--- config.mk ---
export PLATFORM = sky130hd
export DESIGN_NAME = mcu_port_controller
export DESIGN_NICKNAME = d
export VERILOG_FILES = /design/src/rtl/mcu_port_pkg.sv /design/src/rtl/mcu_write_fifo.sv /design/src/rtl/mcu_port_controller.sv
export SDC_FILE = /design/constraint.sdc
export NUM_CORES = 1
export LEC_CHECK = 0
export CORE_MARGIN = 2
export CORE_UTILIZATION = 39
export DETAILED_ROUTE_END_ITERATION = 10
export SETUP_SLACK_MARGIN = 0.1
export SYNTH_ARGS = -nofsm -noshare
export SYNTH_HDL_FRONTEND = slang
export SYNTH_SLANG_ARGS = --single-unit
--- constraint.sdc ---
create_clock -name clock -period 10.8 [get_ports clock]
set_input_delay 2.16 -clock clock [delete_from_list [all_inputs] [get_ports clock]]
set_output_delay 2.16 -clock clock [all_outputs]
set_load 0.02 [all_outputs]
--- src/rtl/mcu_port_pkg.sv ---
// Shared definitions for the MCU port controller: register map, STATUS bit
// positions, memory FSM states and the BOX_DATA write sequence.
package mcu_port_pkg;

  // MCU register indices
  localparam logic [2:0] REG_X_LOW    = 3'd0;
  localparam logic [2:0] REG_X_HIGH   = 3'd1;
  localparam logic [2:0] REG_Y        = 3'd2;
  localparam logic [2:0] REG_DATA     = 3'd3;
  localparam logic [2:0] REG_BOX_CTRL = 3'd4;
  localparam logic [2:0] REG_BOX_DATA = 3'd5;
  localparam logic [2:0] REG_READ_REQ = 3'd6;
  localparam logic [2:0] REG_STATUS   = 3'd7;

  // STATUS bit positions
  localparam int unsigned ST_FULL   = 0;
  localparam int unsigned ST_EMPTY  = 1;
  localparam int unsigned ST_RVALID = 2;
  localparam int unsigned ST_BOXEN  = 3;
  localparam int unsigned ST_OVF    = 4;
  localparam int unsigned STATUS_W  = 5;

  typedef enum logic [1:0] {
    MEM_IDLE  = 2'd0,
    MEM_WRITE = 2'd1,
    MEM_READ  = 2'd2
  } mem_state_e;

  // Which box bound the next BOX_DATA write lands in; BOX_DONE absorbs extras.
  typedef enum logic [2:0] {
    BOX_XSTART_LO = 3'd0,
    BOX_XSTART_HI = 3'd1,
    BOX_XSTOP_LO  = 3'd2,
    BOX_XSTOP_HI  = 3'd3,
    BOX_YSTART    = 3'd4,
    BOX_YSTOP     = 3'd5,
    BOX_DONE      = 3'd6
  } box_idx_e;

  // Saturating step through the BOX_DATA sequence.
  function automatic box_idx_e box_idx_next(input box_idx_e idx);
    box_idx_e nxt;
    case (idx)
      BOX_XSTART_LO: nxt = BOX_XSTART_HI;
      BOX_XSTART_HI: nxt = BOX_XSTOP_LO;
      BOX_XSTOP_LO:  nxt = BOX_XSTOP_HI;
      BOX_XSTOP_HI:  nxt = BOX_YSTART;
      BOX_YSTART:    nxt = BOX_YSTOP;
      BOX_YSTOP:     nxt = BOX_DONE;
      BOX_DONE:      nxt = BOX_DONE;
      default:       nxt = BOX_DONE;
    endcase
    return nxt;
  endfunction

endpackage

--- src/rtl/mcu_write_fifo.sv ---
// Posted-write FIFO: holds {x, y, data} entries between the MCU bus and the
// memory FSM. Push while full is ignored; push and pop may coincide.
module mcu_write_fifo
  import mcu_port_pkg::*;
#(
  parameter int WIDTH = 25,
  parameter int DEPTH = 4
) (
  input  logic             clock,
  input  logic             reset,
  input  logic             push,
  input  logic [WIDTH-1:0] push_data,
  input  logic             pop,
  output logic [WIDTH-1:0] head,
  output logic             full,
  output logic             empty
);

  localparam int PTR_W = $clog2(DEPTH);
  localparam int CNT_W = PTR_W + 1;

  logic [WIDTH-1:0] mem_q [DEPTH];
  logic [WIDTH-1:0] mem_d [DEPTH];
  logic [PTR_W-1:0] wr_ptr_q, wr_ptr_d;
  logic [PTR_W-1:0] rd_ptr_q, rd_ptr_d;
  logic [CNT_W-1:0] count_q, count_d;
  logic             do_push_s;
  logic             do_pop_s;

  assign full      = (count_q == CNT_W'(DEPTH));
  assign empty     = (count_q == CNT_W'(0));
  assign head      = mem_q[rd_ptr_q];
  assign do_push_s = push && !full;
  assign do_pop_s  = pop && !empty;

  // Next storage, pointers and occupancy from the push/pop requests.
  always_comb begin
    mem_d    = mem_q;
    wr_ptr_d = wr_ptr_q;
    rd_ptr_d = rd_ptr_q;
    count_d  = count_q;
    if (do_push_s) begin
      mem_d[wr_ptr_q] = push_data;
      wr_ptr_d        = wr_ptr_q + PTR_W'(1);
    end else begin
      wr_ptr_d = wr_ptr_q;
    end
    if (do_pop_s) begin
      rd_ptr_d = rd_ptr_q + PTR_W'(1);
    end else begin
      rd_ptr_d = rd_ptr_q;
    end
    case ({do_push_s, do_pop_s})
      2'b10:   count_d = count_q + CNT_W'(1);
      2'b01:   count_d = count_q - CNT_W'(1);
      default: count_d = count_q;
    endcase
  end

  // FIFO state registers.
  always_ff @(posedge clock or posedge reset) begin
    if (reset) begin
      for (int i = 0; i < DEPTH; i++) begin
        mem_q[i] <= {WIDTH{1'b0}};
      end
      wr_ptr_q <= {PTR_W{1'b0}};
      rd_ptr_q <= {PTR_W{1'b0}};
      count_q  <= {CNT_W{1'b0}};
    end else begin
      mem_q    <= mem_d;
      wr_ptr_q <= wr_ptr_d;
      rd_ptr_q <= rd_ptr_d;
      count_q  <= count_d;
    end
  end

endmodule

--- src/rtl/mcu_port_controller.sv ---
// MCU register port onto the pixel memory arbiter: cursor with 2-D box
// auto-increment, posted-write FIFO, pixel readback and STATUS.
// X_WIDTH is expected in 9..16 (X_LOW holds bits 7:0), DATA_WIDTH in 5..8.
module mcu_port_controller
  import mcu_port_pkg::*;
#(
  parameter int X_WIDTH    = 9,
  parameter int Y_WIDTH    = 8,
  parameter int DATA_WIDTH = 8,
  parameter int FIFO_DEPTH = 4
) (
  input  logic                  clock,
  input  logic                  reset,
  input  logic                  mpuChipSelect,
  input  logic                  mpuWriteEnable,
  input  logic [2:0]            mpuRegisterSelect,
  input  logic [DATA_WIDTH-1:0] mpuDataIn,
  output logic [DATA_WIDTH-1:0] mpuDataOut,
  output logic                  mpuDataOutEnable,
  output logic [X_WIDTH-1:0]    memoryXCoord,
  output logic [Y_WIDTH-1:0]    memoryYCoord,
  output logic                  memoryWriteRequest,
  output logic [DATA_WIDTH-1:0] memoryWriteData,
  output logic                  memoryReadRequest,
  input  logic [DATA_WIDTH-1:0] memoryReadData,
  input  logic                  memoryWriteComplete,
  input  logic                  memoryReadComplete
);

  localparam int ENTRY_W = X_WIDTH + Y_WIDTH + DATA_WIDTH;

  // Bus-side registers
  logic                  cs_prev_q, cs_prev_d;
  logic [X_WIDTH-1:0]    x_q, x_d, x_start_q, x_start_d, x_stop_q, x_stop_d;
  logic [Y_WIDTH-1:0]    y_q, y_d, y_start_q, y_start_d, y_stop_q, y_stop_d;
  logic                  box_en_q, box_en_d;
  box_idx_e              box_idx_q, box_idx_d;
  logic                  overflow_q, overflow_d;
  logic                  read_valid_q, read_valid_d;
  logic                  read_pending_q, read_pending_d;
  logic [X_WIDTH-1:0]    rd_x_q, rd_x_d;
  logic [Y_WIDTH-1:0]    rd_y_q, rd_y_d;
  logic                  clr_rv_q, clr_rv_d;
  logic                  clr_ovf_q, clr_ovf_d;

  // Memory-side registers
  mem_state_e            state_q, state_d;
  logic                  wr_req_q, wr_req_d;
  logic                  rd_req_q, rd_req_d;
  logic [X_WIDTH-1:0]    mem_x_q, mem_x_d;
  logic [Y_WIDTH-1:0]    mem_y_q, mem_y_d;
  logic [DATA_WIDTH-1:0] mem_wdata_q, mem_wdata_d;
  logic [DATA_WIDTH-1:0] read_data_q, read_data_d;

  // Combinational helpers
  logic                  access_s, wr_access_s, rd_access_s, cs_fall_s;
  logic [7:0]            din8_s, rd8_s;
  logic [X_WIDTH-1:0]    adv_x_s;
  logic [Y_WIDTH-1:0]    adv_y_s;
  logic                  fifo_push_s, fifo_pop_s, fifo_full_s, fifo_empty_s;
  logic                  ovf_set_s, read_issue_s, read_done_s;
  logic [ENTRY_W-1:0]    fifo_head_s;
  logic [X_WIDTH-1:0]    head_x_s;
  logic [Y_WIDTH-1:0]    head_y_s;
  logic [DATA_WIDTH-1:0] head_d_s;
  logic [STATUS_W-1:0]   status_s;

  // One access per chip-select assertion: act only on its first clock.
  assign access_s    = mpuChipSelect && !cs_prev_q;
  assign wr_access_s = access_s && !mpuWriteEnable;
  assign rd_access_s = access_s && mpuWriteEnable;
  assign cs_fall_s   = cs_prev_q && !mpuChipSelect;
  assign din8_s      = 8'(mpuDataIn);

  assign fifo_push_s = wr_access_s && (mpuRegisterSelect == REG_DATA) && !fifo_full_s;
  assign ovf_set_s   = wr_access_s && (mpuRegisterSelect == REG_DATA) && fifo_full_s;

  assign status_s[ST_FULL]   = fifo_full_s;
  assign status_s[ST_EMPTY]  = fifo_empty_s;
  assign status_s[ST_RVALID] = read_valid_q;
  assign status_s[ST_BOXEN]  = box_en_q;
  assign status_s[ST_OVF]    = overflow_q;

  assign {head_x_s, head_y_s, head_d_s} = fifo_head_s;

  mcu_write_fifo #(
    .WIDTH (ENTRY_W),
    .DEPTH (FIFO_DEPTH)
  ) u_write_fifo (
    .clock     (clock),
    .reset     (reset),
    .push      (fifo_push_s),
    .push_data ({x_q, y_q, din8_s[DATA_WIDTH-1:0]}),
    .pop       (fifo_pop_s),
    .head      (fifo_head_s),
    .full      (fifo_full_s),
    .empty     (fifo_empty_s)
  );

  // Cursor position after one box step (X wraps to xStart, Y wraps to yStart).
  always_comb begin
    adv_x_s = x_q;
    adv_y_s = y_q;
    if (x_q == x_stop_q) begin
      adv_x_s = x_start_q;
      if (y_q == y_stop_q) begin
        adv_y_s = y_start_q;
      end else begin
        adv_y_s = y_q + Y_WIDTH'(1);
      end
    end else begin
      adv_x_s = x_q + X_WIDTH'(1);
      adv_y_s = y_q;
    end
  end

  // Bus register updates: cursor, box, flags and deferred end-of-access clears.
  always_comb begin
    cs_prev_d      = mpuChipSelect;
    x_d            = x_q;
    y_d            = y_q;
    x_start_d      = x_start_q;
    x_stop_d       = x_stop_q;
    y_start_d      = y_start_q;
    y_stop_d       = y_stop_q;
    box_en_d       = box_en_q;
    box_idx_d      = box_idx_q;
    rd_x_d         = rd_x_q;
    rd_y_d         = rd_y_q;

    // New events win over clears that fall due on the same cycle.
    if (ovf_set_s) begin
      overflow_d = 1'b1;
    end else if (cs_fall_s && clr_ovf_q) begin
      overflow_d = 1'b0;
    end else begin
      overflow_d = overflow_q;
    end

    if (wr_access_s && (mpuRegisterSelect == REG_READ_REQ)) begin
      read_valid_d = 1'b0;
    end else if (read_done_s) begin
      read_valid_d = 1'b1;
    end else if (cs_fall_s && clr_rv_q) begin
      read_valid_d = 1'b0;
    end else begin
      read_valid_d = read_valid_q;
    end

    if (wr_access_s && (mpuRegisterSelect == REG_READ_REQ)) begin
      read_pending_d = 1'b1;
    end else if (read_issue_s) begin
      read_pending_d = 1'b0;
    end else begin
      read_pending_d = read_pending_q;
    end

    if (rd_access_s && (mpuRegisterSelect == REG_DATA)) begin
      clr_rv_d = 1'b1;
    end else if (cs_fall_s) begin
      clr_rv_d = 1'b0;
    end else begin
      clr_rv_d = clr_rv_q;
    end

    if (rd_access_s && (mpuRegisterSelect == REG_STATUS)) begin
      clr_ovf_d = 1'b1;
    end else if (cs_fall_s) begin
      clr_ovf_d = 1'b0;
    end else begin
      clr_ovf_d = clr_ovf_q;
    end

    if (wr_access_s) begin
      case (mpuRegisterSelect)
        REG_X_LOW:  x_d = {x_q[X_WIDTH-1:8], din8_s};
        REG_X_HIGH: x_d = {din8_s[X_WIDTH-9:0], x_q[7:0]};
        REG_Y:      y_d = Y_WIDTH'(din8_s);
        REG_DATA, REG_READ_REQ: begin
          if (box_en_q) begin
            x_d = adv_x_s;
            y_d = adv_y_s;
          end else begin
            x_d = x_q;
            y_d = y_q;
          end
          if (mpuRegisterSelect == REG_READ_REQ) begin
            rd_x_d = x_q;
            rd_y_d = y_q;
          end else begin
            rd_x_d = rd_x_q;
            rd_y_d = rd_y_q;
          end
        end
        REG_BOX_CTRL: begin
          if (|mpuDataIn) begin
            box_en_d  = 1'b1;
            box_idx_d = BOX_XSTART_LO;
          end else begin
            box_en_d  = 1'b0;
            box_idx_d = box_idx_q;
          end
        end
        REG_BOX_DATA: begin
          box_idx_d = box_idx_next(box_idx_q);
          case (box_idx_q)
            BOX_XSTART_LO: x_start_d = {x_start_q[X_WIDTH-1:8], din8_s};
            BOX_XSTART_HI: x_start_d = {din8_s[X_WIDTH-9:0], x_start_q[7:0]};
            BOX_XSTOP_LO:  x_stop_d  = {x_stop_q[X_WIDTH-1:8], din8_s};
            BOX_XSTOP_HI:  x_stop_d  = {din8_s[X_WIDTH-9:0], x_stop_q[7:0]};
            BOX_YSTART:    y_start_d = Y_WIDTH'(din8_s);
            BOX_YSTOP:     y_stop_d  = Y_WIDTH'(din8_s);
            default:       box_idx_d = BOX_DONE;
          endcase
        end
        default: x_d = x_q;
      endcase
    end else begin
      x_d = x_q;
    end
  end

  // Memory FSM: drain posted writes first, then service a pending read.
  always_comb begin
    state_d      = state_q;
    wr_req_d     = wr_req_q;
    rd_req_d     = rd_req_q;
    mem_x_d      = mem_x_q;
    mem_y_d      = mem_y_q;
    mem_wdata_d  = mem_wdata_q;
    read_data_d  = read_data_q;
    fifo_pop_s   = 1'b0;
    read_issue_s = 1'b0;
    read_done_s  = 1'b0;
    case (state_q)
      MEM_IDLE: begin
        if (!fifo_empty_s) begin
          state_d     = MEM_WRITE;
          wr_req_d    = 1'b1;
          mem_x_d     = head_x_s;
          mem_y_d     = head_y_s;
          mem_wdata_d = head_d_s;
        end else if (read_pending_q) begin
          state_d      = MEM_READ;
          rd_req_d     = 1'b1;
          mem_x_d      = rd_x_q;
          mem_y_d      = rd_y_q;
          read_issue_s = 1'b1;
        end else begin
          state_d = MEM_IDLE;
        end
      end
      MEM_WRITE: begin
        if (memoryWriteComplete) begin
          state_d    = MEM_IDLE;
          wr_req_d   = 1'b0;
          fifo_pop_s = 1'b1;
        end else begin
          state_d = MEM_WRITE;
        end
      end
      MEM_READ: begin
        if (memoryReadComplete) begin
          state_d     = MEM_IDLE;
          rd_req_d    = 1'b0;
          read_data_d = memoryReadData;
          read_done_s = 1'b1;
        end else begin
          state_d = MEM_READ;
        end
      end
      default: begin
        state_d  = MEM_IDLE;
        wr_req_d = 1'b0;
        rd_req_d = 1'b0;
      end
    endcase
  end

  // Read-back mux: combinational view of the addressed register.
  always_comb begin
    case (mpuRegisterSelect)
      REG_X_LOW:    rd8_s = x_q[7:0];
      REG_X_HIGH:   rd8_s = 8'(x_q[X_WIDTH-1:8]);
      REG_Y:        rd8_s = 8'(y_q);
      REG_DATA:     rd8_s = 8'(read_data_q);
      REG_BOX_CTRL: rd8_s = 8'(box_en_q);
      REG_BOX_DATA: rd8_s = 8'(box_idx_q);
      REG_READ_REQ: rd8_s = 8'(read_pending_q);
      REG_STATUS:   rd8_s = 8'(status_s);
      default:      rd8_s = 8'h00;
    endcase
  end

  assign mpuDataOut         = rd8_s[DATA_WIDTH-1:0];
  assign mpuDataOutEnable   = mpuChipSelect && mpuWriteEnable;
  assign memoryXCoord       = mem_x_q;
  assign memoryYCoord       = mem_y_q;
  assign memoryWriteRequest = wr_req_q;
  assign memoryWriteData    = mem_wdata_q;
  assign memoryReadRequest  = rd_req_q;

  // State registers; reset abandons any memory request immediately.
  always_ff @(posedge clock or posedge reset) begin
    if (reset) begin
      cs_prev_q      <= 1'b0;
      x_q            <= {X_WIDTH{1'b0}};
      y_q            <= {Y_WIDTH{1'b0}};
      x_start_q      <= {X_WIDTH{1'b0}};
      x_stop_q       <= {X_WIDTH{1'b0}};
      y_start_q      <= {Y_WIDTH{1'b0}};
      y_stop_q       <= {Y_WIDTH{1'b0}};
      box_en_q       <= 1'b0;
      box_idx_q      <= BOX_XSTART_LO;
      overflow_q     <= 1'b0;
      read_valid_q   <= 1'b0;
      read_pending_q <= 1'b0;
      rd_x_q         <= {X_WIDTH{1'b0}};
      rd_y_q         <= {Y_WIDTH{1'b0}};
      clr_rv_q       <= 1'b0;
      clr_ovf_q      <= 1'b0;
      state_q        <= MEM_IDLE;
      wr_req_q       <= 1'b0;
      rd_req_q       <= 1'b0;
      mem_x_q        <= {X_WIDTH{1'b0}};
      mem_y_q        <= {Y_WIDTH{1'b0}};
      mem_wdata_q    <= {DATA_WIDTH{1'b0}};
      read_data_q    <= {DATA_WIDTH{1'b0}};
    end else begin
      cs_prev_q      <= cs_prev_d;
      x_q            <= x_d;
      y_q            <= y_d;
      x_start_q      <= x_start_d;
      x_stop_q       <= x_stop_d;
      y_start_q      <= y_start_d;
      y_stop_q       <= y_stop_d;
      box_en_q       <= box_en_d;
      box_idx_q      <= box_idx_d;
      overflow_q     <= overflow_d;
      read_valid_q   <= read_valid_d;
      read_pending_q <= read_pending_d;
      rd_x_q         <= rd_x_d;
      rd_y_q         <= rd_y_d;
      clr_rv_q       <= clr_rv_d;
      clr_ovf_q      <= clr_ovf_d;
      state_q        <= state_d;
      wr_req_q       <= wr_req_d;
      rd_req_q       <= rd_req_d;
      mem_x_q        <= mem_x_d;
      mem_y_q        <= mem_y_d;
      mem_wdata_q    <= mem_wdata_d;
      read_data_q    <= read_data_d;
    end
  end

endmodule

# Word-level counts from Yosys, hierarchy flattened
# Index checks and enable logic that the tools add are counted.
# W data, S select, Z words.
[word_totals]
reg_bits = 222
input_bits = 25
out_inout_bits = 36
word_cells = 191
[classes]
addsub = 6
n_lt_le_gt_ge = 3
eq_ne = 28
n_mux = 55
bitwise = 11
n_reduce_logical = 55
[ops]
columns = ["operator", "n"]
rows = [
  ["$bwmux W100", 1],
  ["$mux W25", 3],
  ["$pmux W8 S8", 1],
  ["$bmux W25 S2", 1],
  ["$demux W25 S2", 1],
  ["$mux W8", 5],
  ["$mux W9", 4],
  ["$pmux W9 S2", 2],
  ["$reduce_and A4 Y1", 8],
  ["$pmux W9 S3", 1],
  ["$mux W1", 24],
  ["$eq A3 B3 Y1 const B", 7],
  ["$ne A2 B2 Y1 const B", 9],
  ["$reduce_bool A2 Y1", 9],
  ["$logic_and A1 B1 Y1", 16],
  ["$pmux W8 S2", 1],
  ["$pmux W3 S5", 1],
  ["$reduce_and A3 Y1", 5],
  ["$eq A3 B2 Y1 const B", 4],
  ["$pmux W3 S2", 2],
  ["$add A9 B1 Y9 const B", 1],
  ["$eq A9 B9 Y1", 1],
  ["$logic_not A3 Y1", 3],
  ["$not A1 Y1", 9],
  ["other kinds (22)", 39],
]

# Depth between registers and ports, before layout
# Gate-level depths: netlist of the first run.
[depth]
depth_word = 8
mapped_depth = 10
depth_no_buf = 10

# Cells and area by module
# Synthesis of the first run repeated with hierarchy kept, for this count alone.
[unflattened]
cells_unflattened = 859
area_unflattened_um2 = 10974.3
[modules_own_cells]
columns = ["module", "n_inst", "cells_each", "area_per_inst_um2", "seq_area_each_um2"]
rows = [
  ["mcu_port_controller", 1, 579, 5988.2, 2877.8],
  ["mcu_write_fifo", 1, 280, 4986.0, 2677.6],
]

# Worst setup path before layout of the first run
# OpenSTA, ideal clock, no wires.
[synth_timing]
path_type = "input to output"
start = "input port mpuRegisterSelect[2]"
end = "output port mpuDataOut[0]"
arrival_time_ns = 3.451
t_required_ns = 8.640
setup_slack_ns = 5.189
stages = 6
path_buffers = 2
path_cell_list = "buf_2 -> buf_1 -> nand3_1 -> a21oi_1 -> nor2_1 -> o21ai_0"
[synth_via]
elab_chain_len = 2
[synth_rtl]
columns = ["element", "line", "rtl"]
rows = [
  ["start: declaration", "mcu_port_controller.sv:16", "input logic [2:0] mpuRegisterSelect,"],
  ["$eq A3 B3 Y1 (tied with other cells)", "mcu_port_controller.sv:282", "case (mpuRegisterSelect)"],
  ["$pmux W8 S8 *", "mcu_port_controller.sv:282", ""],
  ["end: declaration", "mcu_port_controller.sv:18", "output logic [DATA_WIDTH-1:0] mpuDataOut,"],
]
# Every way passes the cells marked *; elsewhere a longest branch is shown, timed or not.

# Worst setup path after layout of the first run
# Ends and elaborated chain as after synthesis.

==> flow_summary.yaml, run 1 <==
yosys:
  synthArstFlopShare: 1.000
  ys_seq_area_frac: 0.5313
  synthesis.nets: 876
  yosysTopAreaCell: "dfrtp_1"
  synth.top_cell.area_share: 0.5313
  yosysMostFrequentCell: "dfrtp_1"
  synth-main-ff-cell: "dfrtp_1"
  synth_cell_type_count: 49
  synth.area.top_cells: "dfrtp_1, mux2_2, mux4_2, nand2_1, mux2i_1"
  synthCells: 843
  synth_edf_count: 0
  ys_warn_count: 0
  synth-seq-cells: 222
  synth_area_um2: 10460
  synth.avg_cell_area_um2: 12.40
  synthTopCellsByCount: "dfrtp_1, mux2_2, nand2_1, o21ai_0, clkbuf_1"
routing:
  drtAntennaViolNets: 0
  first_pass_iters: 4
  vias_per_cell: 5.271
  routed_wirelength_um: 23820
  first_iter_violations: 335
  wl_per_cell_um: 19.38
  drc: 0
  num_vias: 6478
global_route:
  globalRouteTotalUtil: 0.1742
  grt_remaining_overflow: 0
  antenna_found_initial: 1
  first_global_vias: 6664
  grt_first_pass_wirelength_um: 38280
  grt_max_degree: 115
flow_run:
  drv_cap: 0
clock_network:
  cts_tree: "done"
  clockBufferDepth: 3
  root_buffer: "clkbuf_16"
  cts_hold_buf: 0
  cts_buffers: 25
  insertion_delay_ns: 0.51
  cts_max_level: 1
  clk_pin_slew_ns: 0.05
  cts_setup_buffers: 0
  clock_sinks: 222
  ctsResizeCount: 0
timing:
  slew_headroom: 0.2524
  hold_violations: 0
  fin_crit_sh: 0.6230
  clock_skew_ns: 0.01088
  hold_ws_ns: 0.4763
  period_needed_ns: 6.728
  rsz0062_at_grt: "false"
  setup-violations-final: 0
  drv_slew: 0
  fmax_ghz: 0.1486
  tightestPinTransition_ns: 1.121
  tns_ns: 0
floorplan:
  coreArea_um2: 26210
  fp.dieH_um: 167.7
  num_io_pins: 61
  die_area_um2: 28140
  initial_core_util: 0.3990
  rows: 59
  dieWidth_um: 167.7
final_layout:
  nFillCells: 2399
  multi_input_area_um2: 4574
  finalInstanceArea_um2: 12130
  nets: 909
  drive_gt1_frac: 0.2763
  diodes: 0
  ff_latch_area_um2: 5557
  utilization: 0.4630
  area_growth_pct: 16.05
outcome:
  status: "completed"
placement:
  gp_congestion: 0.7907
  port_buffers: 60
  placed_cell_area_um2: 11250
  dpl.hpwl_um: 15360
setup_path:
  start_kind: "input port"
  path_buf_inv: 2
  cp_max_fo: 19
  worstSetupPathType: "input port to primary output"
  crit_path_cell_trace: "clkdlybuf4s50_1 > nand2b_1 > nor2_1 > a211oi_1 > nor2_1 > o21ai_0 > clkdlybuf4s50_1"
  slowest_delay_ns: 0.88
  crit_path_end_kind: "primary output"
  cp.arrival_ns: 4.57
  crit_family: "buffers and inverters"
  worstPathRequired_ns: 8.64
  crit_slowest_cell: "clkdlybuf4s50_1"
power:
  p_leak_nw: 5.802
  power_w: 0.002812
  ir_drop_mv: 0.1066
  power_density_nw_per_um2: 231.7
worst_hold_path:
  hold_path_class: "flop to flop"
==> metrics by stage <==
step           std cells  setup slack [ns]
6_report            1229             4.072
5_1_grt             1229             3.906
4_1_cts             1229             4.019
3_5_place_dp        1184             4.012
3_3_place_gp        1184             4.025
2_1_floorplan        843             2.562
==> final timing paths <==
check	startpoint	end	slack [ns]	cells after the start
max	mpuRegisterSelect[2]	mpuDataOut[0]	4.07	7
min	memoryXCoord[3]	memoryXCoord[3]	0.48	2
max reg2reg	x_q[0]	x_q[8]	8.15	6
min reg2reg	memoryXCoord[3]	memoryXCoord[3]	0.48	2
max in group asynchronous	reset	u_write_fifo.mem_q[46]	6.68	4
min in group asynchronous	reset	state_q[0]	2.18	2
==> registers in the layout, summed over array words and instances, names as in the netlist, 2 cells and up <==
register,count
u_write_fifo.count_q,3
x_stop_q,9
state_q,2
u_write_fifo.wr_ptr_q,2
u_write_fifo.rd_ptr_q,2
y_start_q,8
read_data_q,8
x_q,9
box_idx_q,3
y_stop_q,8
u_write_fifo.mem_q,100
memoryXCoord,9
rd_y_q,8
rd_x_q,9
memoryWriteData,8
y_q,8
x_start_q,9
memoryYCoord,8
==> tightest hold or removal path, cell delays in order (launching register included) <==
cell     delay [ns]
dfrtp_1        0.34
nand2_1        0.05
o21ai_0        0.06
==> routing by layer <==
layer,vias up,track usage,routed length [um]
met1,3254,0.2466,11050
met5,-,0,0
met4,0,0.04726,587
li1,3048,-,-
met3,41,0.02127,1130
met2,135,0.2849,11050
==> cell families after synthesis <==
logic type,share of synthesized area
AOI/OAI and AO/OA,0.05528
xor gates and xnor gates,0.03099
buffers and inverters,0.03159
muxes,0.2528
and+or+nand+nor,0.08771
DFF,0.5313
adders and majority gates,0.01029
==> placed cells by master (no fill, tap or decap), types with 4 or more instances in the layout <==
| master | count |
|---|---|
| nand3b_1 | 5 |
| a22o_1 | 5 |
| xnor2_1 | 11 |
| mux2_2 | 159 |
| nand2_1 | 99 |
| and3_1 | 5 |
| mux2i_1 | 29 |
| a31oi_1 | 8 |
| inv_1 | 8 |
| o21ai_0 | 52 |
| a22oi_1 | 5 |
| nand2_2 | 4 |
| mux4_2 | 25 |
| dfrtp_1 | 221 |
| nand3_1 | 18 |
| clkbuf_8 | 9 |
| xor2_1 | 26 |
| o211ai_1 | 6 |
| nor4_1 | 4 |
| buf_4 | 8 |
| nor2_1 | 33 |
| clkbuf_16 | 25 |
| a21oi_1 | 8 |
| ha_1 | 7 |
| nor3_1 | 4 |
| clkdlybuf4s50_1 | 60 |
==> area by class of cell <==
type / count / area share
clock inverter: 8 / 0.01000
multi-input combinational: 550 / 0.3770
sequential: 222 / 0.4579
tap: 335 / 0.03454
timing repair buffer: 68 / 0.05444
inverter: 9 / 0.003403
clock buffer: 37 / 0.06269
==> report_power, final <==
part	switching [W]	leakage, nW	internal [W]
registers	0.000218	2.97	0.00100
logic	0.000337	2.39	0.000361
clock network	0.000335	0.435	0.000557
(Power assumes the default switching activity.)
==> run 2: changes to the inputs <==
- clock period: 10.8 -> 5.7 ns (I/O delays scaled with it)
==> run 2 against run 1 <==
Against the previous run:
- flip-flop and latch count is the same
- design area is essentially flat
- core utilization is essentially flat
- combinational power grew 91%
- critical path depth grew 1
- non-clock buffer count grew 3
- sequential share of layout area is essentially flat
- worst setup slack lost 2.8 ns
- largest power group unchanged
- final cell count grew 0.16%
- global-route usage shrank 0.22 points
==> flow_summary.yaml, run 2 (synthesis results as in run 1) <==
clock_network:
  ctsResizeCount: 0
  clk_pin_slew_ns: 0.06
  insertion_delay_ns: 0.52
  cts_buffers: 25
  cts_tree: "done"
  cts_max_level: 1
  cts_hold_buf: 0
  clockBufferDepth: 3
  clock_sinks: 222
  root_buffer: "clkbuf_16"
  cts_setup_buffers: 0
final_layout:
  diodes: 0
  nFillCells: 2393
  nets: 912
  area_growth_pct: 16.00
  largest_reg_flops: 100
  fin_cells: 1231
  drive_gt1_frac: 0.2790
  final_cell_mix: "dfrtp_1, mux2_2, nand2_1, clkdlybuf4s50_1, o21ai_0"
  final_common_cell: "dfrtp_1"
  regMostFlops: "u_write_fifo.mem_q"
timing:
  clock_skew_ns: 0.01578
  setup-violations-final: 0
  tightestPinTransition_ns: 1.164
  fmax_ghz: 0.2269
  rsz0062_at_grt: "false"
  hold_violations: 0
  period_needed_ns: 4.407
  tns_ns: 0
  slew_headroom: 0.2242
  drv_slew: 0
  fin_crit_sh: 0.7731
floorplan:
  coreArea_um2: 26210
  rows: 59
  die_area_um2: 28140
  initial_core_util: 0.3990
  dieWidth_um: 167.7
  num_io_pins: 61
  fp.dieH_um: 167.7
setup_path:
  crit_slowest_cell: "clkdlybuf4s50_1"
  worstRegToRegCells: 6
  start_kind: "input port"
  cp.arrival_ns: 3.27
  worstSetupEndpoint: "mpuDataOut[0]"
  cp_max_fo: 19
  rr_startpoint: "x_q[0]"
  rrSetupSlack_ns: 3.07
  r2r_end: "x_q[8]"
  slowest_delay_ns: 0.64
  path_buf_inv: 3
  worstPathRequired_ns: 4.56
  cp.depth: 8
  crit_family: "buffers and inverters"
  crit_path_end_kind: "primary output"
  worstSetupPathType: "input port to primary output"
  startpoint: "mpuRegisterSelect[2]"
  crit_path_cell_trace: "clkdlybuf4s50_1 > buf_4 > nand2b_1 > nor2_1 > a211oi_1 > nor2_1 > o21ai_0 > clkdlybuf4s50_1"
power:
  ir_drop_mv: 0.2260
  power_w: 0.005263
  power_density_nw_per_um2: 433.9
  p_leak_nw: 5.800
global_route:
  globalRouteTotalUtil: 0.1721
  antenna_found_initial: 1
  grt_first_pass_wirelength_um: 38200
  grt_max_degree: 178
  first_global_vias: 6553
  grt_remaining_overflow: 0
routing:
  vias_per_cell: 5.220
  routed_wirelength_um: 23570
  drtAntennaViolNets: 0
  wl_met3_um: 769
  first_pass_iters: 4
  wl_per_cell_um: 19.14
  wl_met2_um: 11050
  wl_met1_um: 11390
  highest-signal-layer: "met4"
  drc: 0
  first_iter_violations: 329
  num_vias: 6426
worst_hold_path:
  hold_path_class: "flop to flop"
  min_from: "memoryXCoord[5]"
placement:
  gp_congestion: 0.7831
  placed_cells: 1187
  port_buffers: 60
  dpl.hpwl_um: 15070
flow_run:
  drv_cap: 0
outcome:
  status: "completed"
[run 2: routing by layer]
metal / vias to the layer above / GRT usage
li1: 3062 / -
met1: 3232 / 0.2442
met2: 102 / 0.2839
met3: 30 / 0.02576
met4: 0 / 0.03176
met5: - / 0
[run 2: stage by stage]
| stage | utilization | instance area (um^2) | setup WS (ns) | hold slack, ns |
|---|---|---|---|---|
| finish | 0.4628 | 12130 | 1.293 | 0.4752 |
| global route | 0.4628 | 12130 | 1.195 | 0.5035 |
| CTS | 0.4628 | 12130 | 1.265 | 0.4795 |
| detailed placement | 0.4306 | 11280 | 1.271 | 0.4655 |
| global placement | 0.4306 | 11280 | 1.265 | 0.4572 |
| floorplan | - | 10460 | 1.664 | 0.4443 |
[run 2: cell type report]
cell class	instances	area, um^2	share of cell area
sequential	222	5557	0.4581
clock buffer	38	784.5	0.06468
tap	335	419.2	0.03456
inverter	9	37.54	0.003095
clock inverter	6	61.31	0.005055
multi-input combinational	550	4574	0.3771
timing repair buffer	71	695.7	0.05736
[run 2: worst min-delay path by stage]
stage	end	depth (start not counted)	slack [ns]
2_1_floorplan	u_write_fifo.mem_q[33]	2	0.44
3_3_place_gp	u_write_fifo.mem_q[49]	2	0.46
3_5_place_dp	u_write_fifo.mem_q[49]	2	0.47
4_1_cts	u_write_fifo.mem_q[49]	2	0.48
5_1_grt	memoryXCoord[5]	2	0.50
6_report	memoryXCoord[5]	2	0.48
[run 2: worst register-to-register path, delay by kind of cell (launching register included)]
kind,cells,cell delay (ns)
AND/OR/NAND/NOR,2,0.89
flip-flops,1,0.73
multiplexers,1,0.45
AO/OA/AOI/OAI,2,0.30
XOR/XNOR,1,0.14
[run 2: report_power, final]
part	total, W	internal [W]	switching (W)	leakage, nW
combinational	0.00133	0.000686	0.000639	2.41
clock	0.00162	0.000988	0.000631	0.420
sequential	0.00232	0.00190	0.000415	2.97
